[src/rtl/shift_seq.sv]
`default_nettype none
// ============================================================================
// Module   : shift_seq
// Purpose  : Iterative ARM operand-2 shifter (LSL/LSR/ASR/ROR/RRX), STEP bits
//            per cycle, with start/busy/done handshake and shifter carry-out.
// Revision : 1.0 - initial release
// ============================================================================
module shift_seq #(
    parameter int STEP = 1
) (
    input  logic        clk,
    input  logic        reset,
    input  logic        start,
    input  logic [1:0]  sh,
    input  logic        imm,
    input  logic [4:0]  shamt5,
    input  logic [31:0] rs,
    input  logic [31:0] rm,
    input  logic        cin,
    output logic        busy,
    output logic        done,
    output logic [31:0] result,
    output logic        cout
);

    typedef enum logic [1:0] {
        S_IDLE  = 2'd0,
        S_SHIFT = 2'd1,
        S_DONE  = 2'd2
    } state_t;

    typedef enum logic [2:0] {
        OP_LSL = 3'd0,
        OP_LSR = 3'd1,
        OP_ASR = 3'd2,
        OP_ROR = 3'd3,
        OP_RRX = 3'd4
    } op_t;

    localparam logic [5:0] c_step = 6'(STEP);

    state_t      r_state;
    op_t         r_op;
    logic        r_busy;
    logic        r_done;
    logic [31:0] r_result;
    logic        r_cout;
    logic [5:0]  r_remaining;

    op_t         w_op;
    logic [5:0]  w_n;
    logic        w_cin0;
    logic [5:0]  w_k;
    logic [31:0] w_step_v;
    logic        w_step_c;
    logic        w_unused_rs;

    assign w_unused_rs = ^rs[31:8];

    // Amount decode: number of 1-bit steps plus the op and carry to preload.
    always_comb begin
        w_n    = 6'd0;
        w_op   = op_t'({1'b0, sh});
        w_cin0 = cin;
        if (imm) begin
            if (shamt5 != 5'd0) begin
                w_n = {1'b0, shamt5};
            end else begin
                case (sh)
                    2'b01, 2'b10: w_n = 6'd32;
                    2'b11: begin
                        w_op = OP_RRX;
                        w_n  = 6'd1;
                    end
                    default: w_n = 6'd0;
                endcase
            end
        end else if (rs[7:0] != 8'd0) begin
            case (sh)
                2'b00, 2'b01: w_n = (rs[7:0] > 8'd33) ? 6'd33 : rs[5:0];
                2'b10:        w_n = (rs[7:0] > 8'd32) ? 6'd32 : rs[5:0];
                default: begin
                    if (rs[4:0] == 5'd0) begin
                        w_cin0 = rm[31];
                    end else begin
                        w_n = {1'b0, rs[4:0]};
                    end
                end
            endcase
        end
    end

    assign w_k = (r_remaining < c_step) ? r_remaining : c_step;

    // A k-bit step is built from k chained 1-bit steps; the carry of the last
    // one equals the ARM carry of the k-bit shift for every op.
    always_comb begin
        w_step_v = r_result;
        w_step_c = r_cout;
        for (int i = 0; i < STEP; i++) begin
            if (6'(i) < r_remaining) begin
                case (r_op)
                    OP_LSL: begin
                        w_step_c = w_step_v[31];
                        w_step_v = {w_step_v[30:0], 1'b0};
                    end
                    OP_LSR: begin
                        w_step_c = w_step_v[0];
                        w_step_v = {1'b0, w_step_v[31:1]};
                    end
                    OP_ASR: begin
                        w_step_c = w_step_v[0];
                        w_step_v = {w_step_v[31], w_step_v[31:1]};
                    end
                    OP_ROR: begin
                        w_step_c = w_step_v[0];
                        w_step_v = {w_step_v[0], w_step_v[31:1]};
                    end
                    default: begin
                        {w_step_c, w_step_v} = {w_step_v[0], w_step_c, w_step_v[31:1]};
                    end
                endcase
            end
        end
    end

    always_ff @(posedge clk or negedge reset) begin
        if (!reset) begin
            r_state     <= S_IDLE;
            r_op        <= OP_LSL;
            r_busy      <= 1'b0;
            r_done      <= 1'b0;
            r_result    <= 32'd0;
            r_cout      <= 1'b0;
            r_remaining <= 6'd0;
        end else begin
            case (r_state)
                S_SHIFT: begin
                    r_result    <= w_step_v;
                    r_cout      <= w_step_c;
                    r_remaining <= r_remaining - w_k;
                    if (r_remaining == w_k) begin
                        r_state <= S_DONE;
                        r_busy  <= 1'b0;
                        r_done  <= 1'b1;
                    end
                end
                default: begin
                    r_state <= S_IDLE;
                    r_busy  <= 1'b0;
                    r_done  <= 1'b0;
                    if (start) begin
                        r_result    <= rm;
                        r_cout      <= w_cin0;
                        r_op        <= w_op;
                        r_remaining <= w_n;
                        if (w_n == 6'd0) begin
                            r_state <= S_DONE;
                            r_done  <= 1'b1;
                        end else begin
                            r_state <= S_SHIFT;
                            r_busy  <= 1'b1;
                        end
                    end
                end
            endcase
        end
    end

    assign busy   = r_busy;
    assign done   = r_done;
    assign result = r_result;
    assign cout   = r_cout;

endmodule
`default_nettype wire

[config.mk]
export PLATFORM = sky130hd
export DESIGN_NAME = shift_seq
export DESIGN_NICKNAME = d
export VERILOG_FILES = /design/src/rtl/shift_seq.sv
export SDC_FILE = /design/constraint.sdc
export NUM_CORES = 1
export LEC_CHECK = 0
export CAP_MARGIN = 20
export CORE_ASPECT_RATIO = 0.6
export CORE_MARGIN = 5
export CORE_UTILIZATION = 35
export DETAILED_ROUTE_END_ITERATION = 16
export GPL_TIMING_DRIVEN = 0
export PLACE_DENSITY_LB_ADDON = 0.12
export SYNTH_ARGS = -nofsm -noshare
export SYNTH_HDL_FRONTEND = slang
export SYNTH_SLANG_ARGS = --single-unit
[constraint.sdc]
create_clock -name clk -period 4.6 [get_ports clk]
set_input_delay 0.69 -clock clk [delete_from_list [all_inputs] [get_ports clk]]
set_output_delay 0.69 -clock clk [all_outputs]
set_load 0.005 [all_outputs]
; Word-level counts from Yosys, hierarchy flattened
; Cells that the tools add are included.
[word_totals]
in_bits = 76
reg_bits = 46
elab_cells = 76
out_inout_bits = 35
[op_classes]
n_reduce_logical = 13
order_cmp = 4
n_eq_ne = 11
n_addsub = 1
n_bitwise = 1
mux = 38
[ops]
columns = operator, n
row1 = one-hot mux 32 bit (4 select lines), 1
row2 = 2-to-1 mux 32 bit, 3
row3 = 2-to-1 mux 6 bit, 8
row4 = one-hot mux 6 bit (2 select lines), 2
row5 = "greater-than comparator 8 x 6 -> 1 bit, second input constant", 2
row6 = 2-to-1 mux 1 bit, 16
row7 = 2-to-1 mux 3 bit, 3
row8 = 2-to-1 mux 2 bit, 4
row9 = nonzero test 8 bit, 1
row10 = "equality test 3 x 2 -> 1 bit, second input constant", 2
row11 = equality test 6 bit, 1
row12 = zero test 6 bit, 1
row13 = "less-than comparator 1 x 6 -> 1 bit, first input constant", 1
row14 = "less-than comparator 6 x 1 -> 1 bit, second input constant", 1
row15 = "inequality test 2 bit, second input constant", 3
row16 = subtractor 6 bit, 1
row17 = zero test 5 bit, 1
row18 = 2-to-1 mux 5 bit, 1
row19 = nonzero test 5 bit, 1
row20 = "equality test 2 x 1 -> 1 bit, second input constant", 2
row21 = "equality test 2 bit, second input constant", 2
row22 = AND reduction 2 bit, 2
row23 = OR reduction 2 bit, 2
row24 = "equality test 3 x 1 -> 1 bit, second input constant", 1
row25 = 6 further kinds, 6

; Longest topological paths before layout
[depth]
depth_word = 9
mapped_depth = 10
mapped_depth_nobuf = 9

; Worst setup path before layout
; OpenSTA, ideal clock, no wires.
[synth_timing]
path_kind = input to register
from = in sh[0]
to = reg r_remaining[3]
slack_ps = 2273
n_path_buf = 0
required_time_ps = 4476
path_stages = 7
arrival_ps = 2203
cell_sequence = inv_1 > ha_1 > or3_1 > a21boi_0 > a211oi_1 > nor3_1 > a211o_1
[synth_via]
elab_chain_cells = 7
[synth_rtl]
columns = item, line
row1 = start: declaration, 14  ; input logic [1:0] sh,
row2 = equality test 2 x 1 -> 1 bit or zero test 2 bit (tied branches), 79  ; case (sh)
row3 = OR reduction 2 bit, -
row4 = one-hot mux 6 bit (2 select lines) (*), 79
row5 = 2-to-1 mux 6 bit (*), 78  ; end else if (rs[7:0] != 8'd0) begin
row6 = 2-to-1 mux 6 bit (*), 65  ; if (imm) begin
row7 = 2-to-1 mux 6 bit (*), 152  ; if (start) begin
row8 = 2-to-1 mux 6 bit (*), 137  ; case (r_state)
row9 = end signal: assignment, 141  ; r_remaining <= r_remaining - w_k;
row10 = end signal: assignment, 156  ; r_remaining <= w_n;
row11 = end: declaration, 48  ; logic [5:0] r_remaining;
; Every way passes the cells marked *; elsewhere a longest branch is shown, timed or not. The select of a mux whose other input is x is not followed.
; A chain may end at the register's enable or synchronous reset.

; Final worst setup path
[layout_timing]
from = in sh[1]
to = reg r_remaining[3]
; Same word-level chain as after synthesis.

==> impl_metrics.env <==
export IMPL_status="complete, no violations"
export IMPL_ctsHoldBuffers=0
export IMPL_worstMarginPinSlew_ps=745
export IMPL_ff_latch_area_sq_um=1100
export IMPL_vias=2860
export IMPL_cp_data_arrival_time_ps=3300
export IMPL_cp_end_kind="flip-flop"
export IMPL_r2r_start="r_remaining[2]"
export IMPL_setup_viol=0
export IMPL_diodes=0
export IMPL_synth_top_area_frac=0.388
export IMPL_rsz0062_at_grt="false"
export IMPL_crit_path_max_fanout=6
export IMPL_numCtsBuffers=5
export IMPL_clockBufferDepth=2
export IMPL_die_area_sq_um=10100
export IMPL_firstDrtPassIters=5
export IMPL_peakVddDrop_mv=0.222
export IMPL_drtIter0Drc=163
export IMPL_clock_skew_ps=3.77
export IMPL_grt_usage=0.174
export IMPL_drcViolationCount=0
export IMPL_grt_overflow_total=0
export IMPL_nets=518
export IMPL_grt_max_degree=39
export IMPL_grt_pass1_wl_um=14200
export IMPL_cp_start_kind="input port"
export IMPL_finalCritPeriodShare=0.682
export IMPL_gp_congestion=0.822
export IMPL_setup_slack_ps=1460
export IMPL_wl_um=8840
export IMPL_synth_commonest_cells="nand2_1, dfrtp_1, nor2_1, o21ai_0, a21oi_1"
export IMPL_ys_seq_area_frac=0.388
export IMPL_synth_top_area_cell="dfrtp_1"
export IMPL_synth_most_common_cell="nand2_1"
export IMPL_clkTransAtPathRegs_ps=60
export IMPL_synthFlopType="dfrtp_1"
export IMPL_wire_per_inst_um=16.3
export IMPL_syn_to_final_growth_pct=40.7
export IMPL_grt_pass1_vias=2684
export IMPL_fin_area_sq_um=3990
export IMPL_netlist_instances=341
export IMPL_path_class="input port to flip-flop"
export IMPL_std_cell_rows=25
export IMPL_clock_fmax_ghz=0.319
export IMPL_num_fill_cells=774
export IMPL_post_dp_cell_area_sq_um=3840
export IMPL_cts_max_level=2
export IMPL_start_util=0.360
export IMPL_cts_sinks=44
export IMPL_dp_cells=535
export IMPL_cellLeakagePower_nw=1.66
export IMPL_postCtsSetupBuffers=0
export IMPL_ios=111
export IMPL_multi_input_area_sq_um=1610
export IMPL_post_place_ws_ps=1270
export IMPL_ant_nets=0
export IMPL_cts_resized=0
export IMPL_cts_root_buf="clkbuf_16"
export IMPL_synth_edf_count=0
export IMPL_synth_area_top_cells="dfrtp_1, mux2i_1, o21ai_0"
export IMPL_dp_hpwl_um=6720
export IMPL_maxCapViolations=0
export IMPL_synth_fp_nets=425
export IMPL_total_power_mw=2.62
export IMPL_drv_slew=0
export IMPL_drive_gt1_frac=0.0599
export IMPL_hp_class="input port to asynchronous set/reset pin"
export IMPL_ys_types=44
export IMPL_required_ps=4770
export IMPL_holdWs_ps=240
export IMPL_ys_async_sr_fraction=1.00
export IMPL_max_slew_margin=0.499
export IMPL_fin_util=0.506
export IMPL_hold_viol=0
export IMPL_r2r_cells=9
export IMPL_via_per_inst=5.28
export IMPL_die_width_um=126
export IMPL_yosysWarnings=0
export IMPL_min_period_ps=3140
export IMPL_syn_area_per_cell_sq_um=8.32
export IMPL_rrSetupSlack_ps=2170
export IMPL_power_density_nw_per_um2=658
export IMPL_cts_tree="done"
export IMPL_syn_cell_area_sq_um=2840
export IMPL_port_buffers=85
export IMPL_reg2reg_to="r_remaining[4]"
export IMPL_die_h_um=79.7
export IMPL_antenna_found_initial=0
export IMPL_core_sq_um=7880
export IMPL_clock_latency_ps=290
export IMPL_ys_ff_latch=44
export IMPL_tns_ps=0
export IMPL_layoutNonFillerInstCount=542
## state kept, by name, summed over array words and instances (netlist names)
name,cells
busy,1
cout,1
r_op,3
r_remaining,6
r_state,1
result,32
## power by group
group	internal (mW)	switching, mW	total, mW
Combinational	0.722	0.746	1.47
Clock	0.228	0.146	0.374
Sequential	0.577	0.206	0.783
Total	1.53	1.10	2.62
## per-layer routing
| metal | wire length, um | track usage |
|---|---|---|
| met4 | 57 | 0.0300 |
| met3 | 539 | 0.0428 |
| met2 | 3580 | 0.237 |
| met1 | 4670 | 0.275 |
| met5 | 0 | 0 |
## placed cells by master, fill, tap and decap left out, types with 5 or more instances in the layout
master,count
inv_1,5
a21oi_1,34
mux2i_1,33
buf_2,9
nand2_1,45
nor3_1,7
ha_1,8
o21ai_0,42
clkdlybuf4s50_1,84
clkbuf_16,5
nor2_1,42
dfrtp_1,44
o21ai_1,6
clkbuf_1,12
## worst max path at each step
| stage | from | to | depth (start not counted) |
|---|---|---|---|
| finish | sh[1] | r_remaining[3] | 8 |
| CTS | sh[1] | r_remaining[3] | 8 |
| global route | sh[1] | r_remaining[3] | 8 |
| detailed placement | sh[1] | r_remaining[3] | 8 |
| floorplan | sh[0] | r_remaining[3] | 7 |
| global placement | sh[0] | r_remaining[3] | 8 |
## layout make-up
class,count,area share
repair buffers,86,0.217
inverters,5,0.00470
clock buffers,7,0.0383
flip-flops and latches,44,0.276
well taps,108,0.0339
plain buffers,23,0.0260
multi-input cells,269,0.404
## cells by family (layout without fill, tap and decap cells)
logic type                 after synthesis  in the layout  synth area share
AOI/OAI and AO/OA                      112            112             0.232
adders and majority gates                8              8            0.0353
buffers and inverters                   28            121            0.0432
DFF                                     44             44             0.388
muxes                                   34             34             0.122
and+or+nand+nor                        115            115             0.179
## critical path: stages
cell,delay (ps)
clkdlybuf4s50_1,580
inv_1,100
ha_1,240
or3_1,430
a21boi_0,180
a211oi_1,600
nor3_1,150
a211o_1,330
Note: power is estimated with default switching activity, not from simulation.
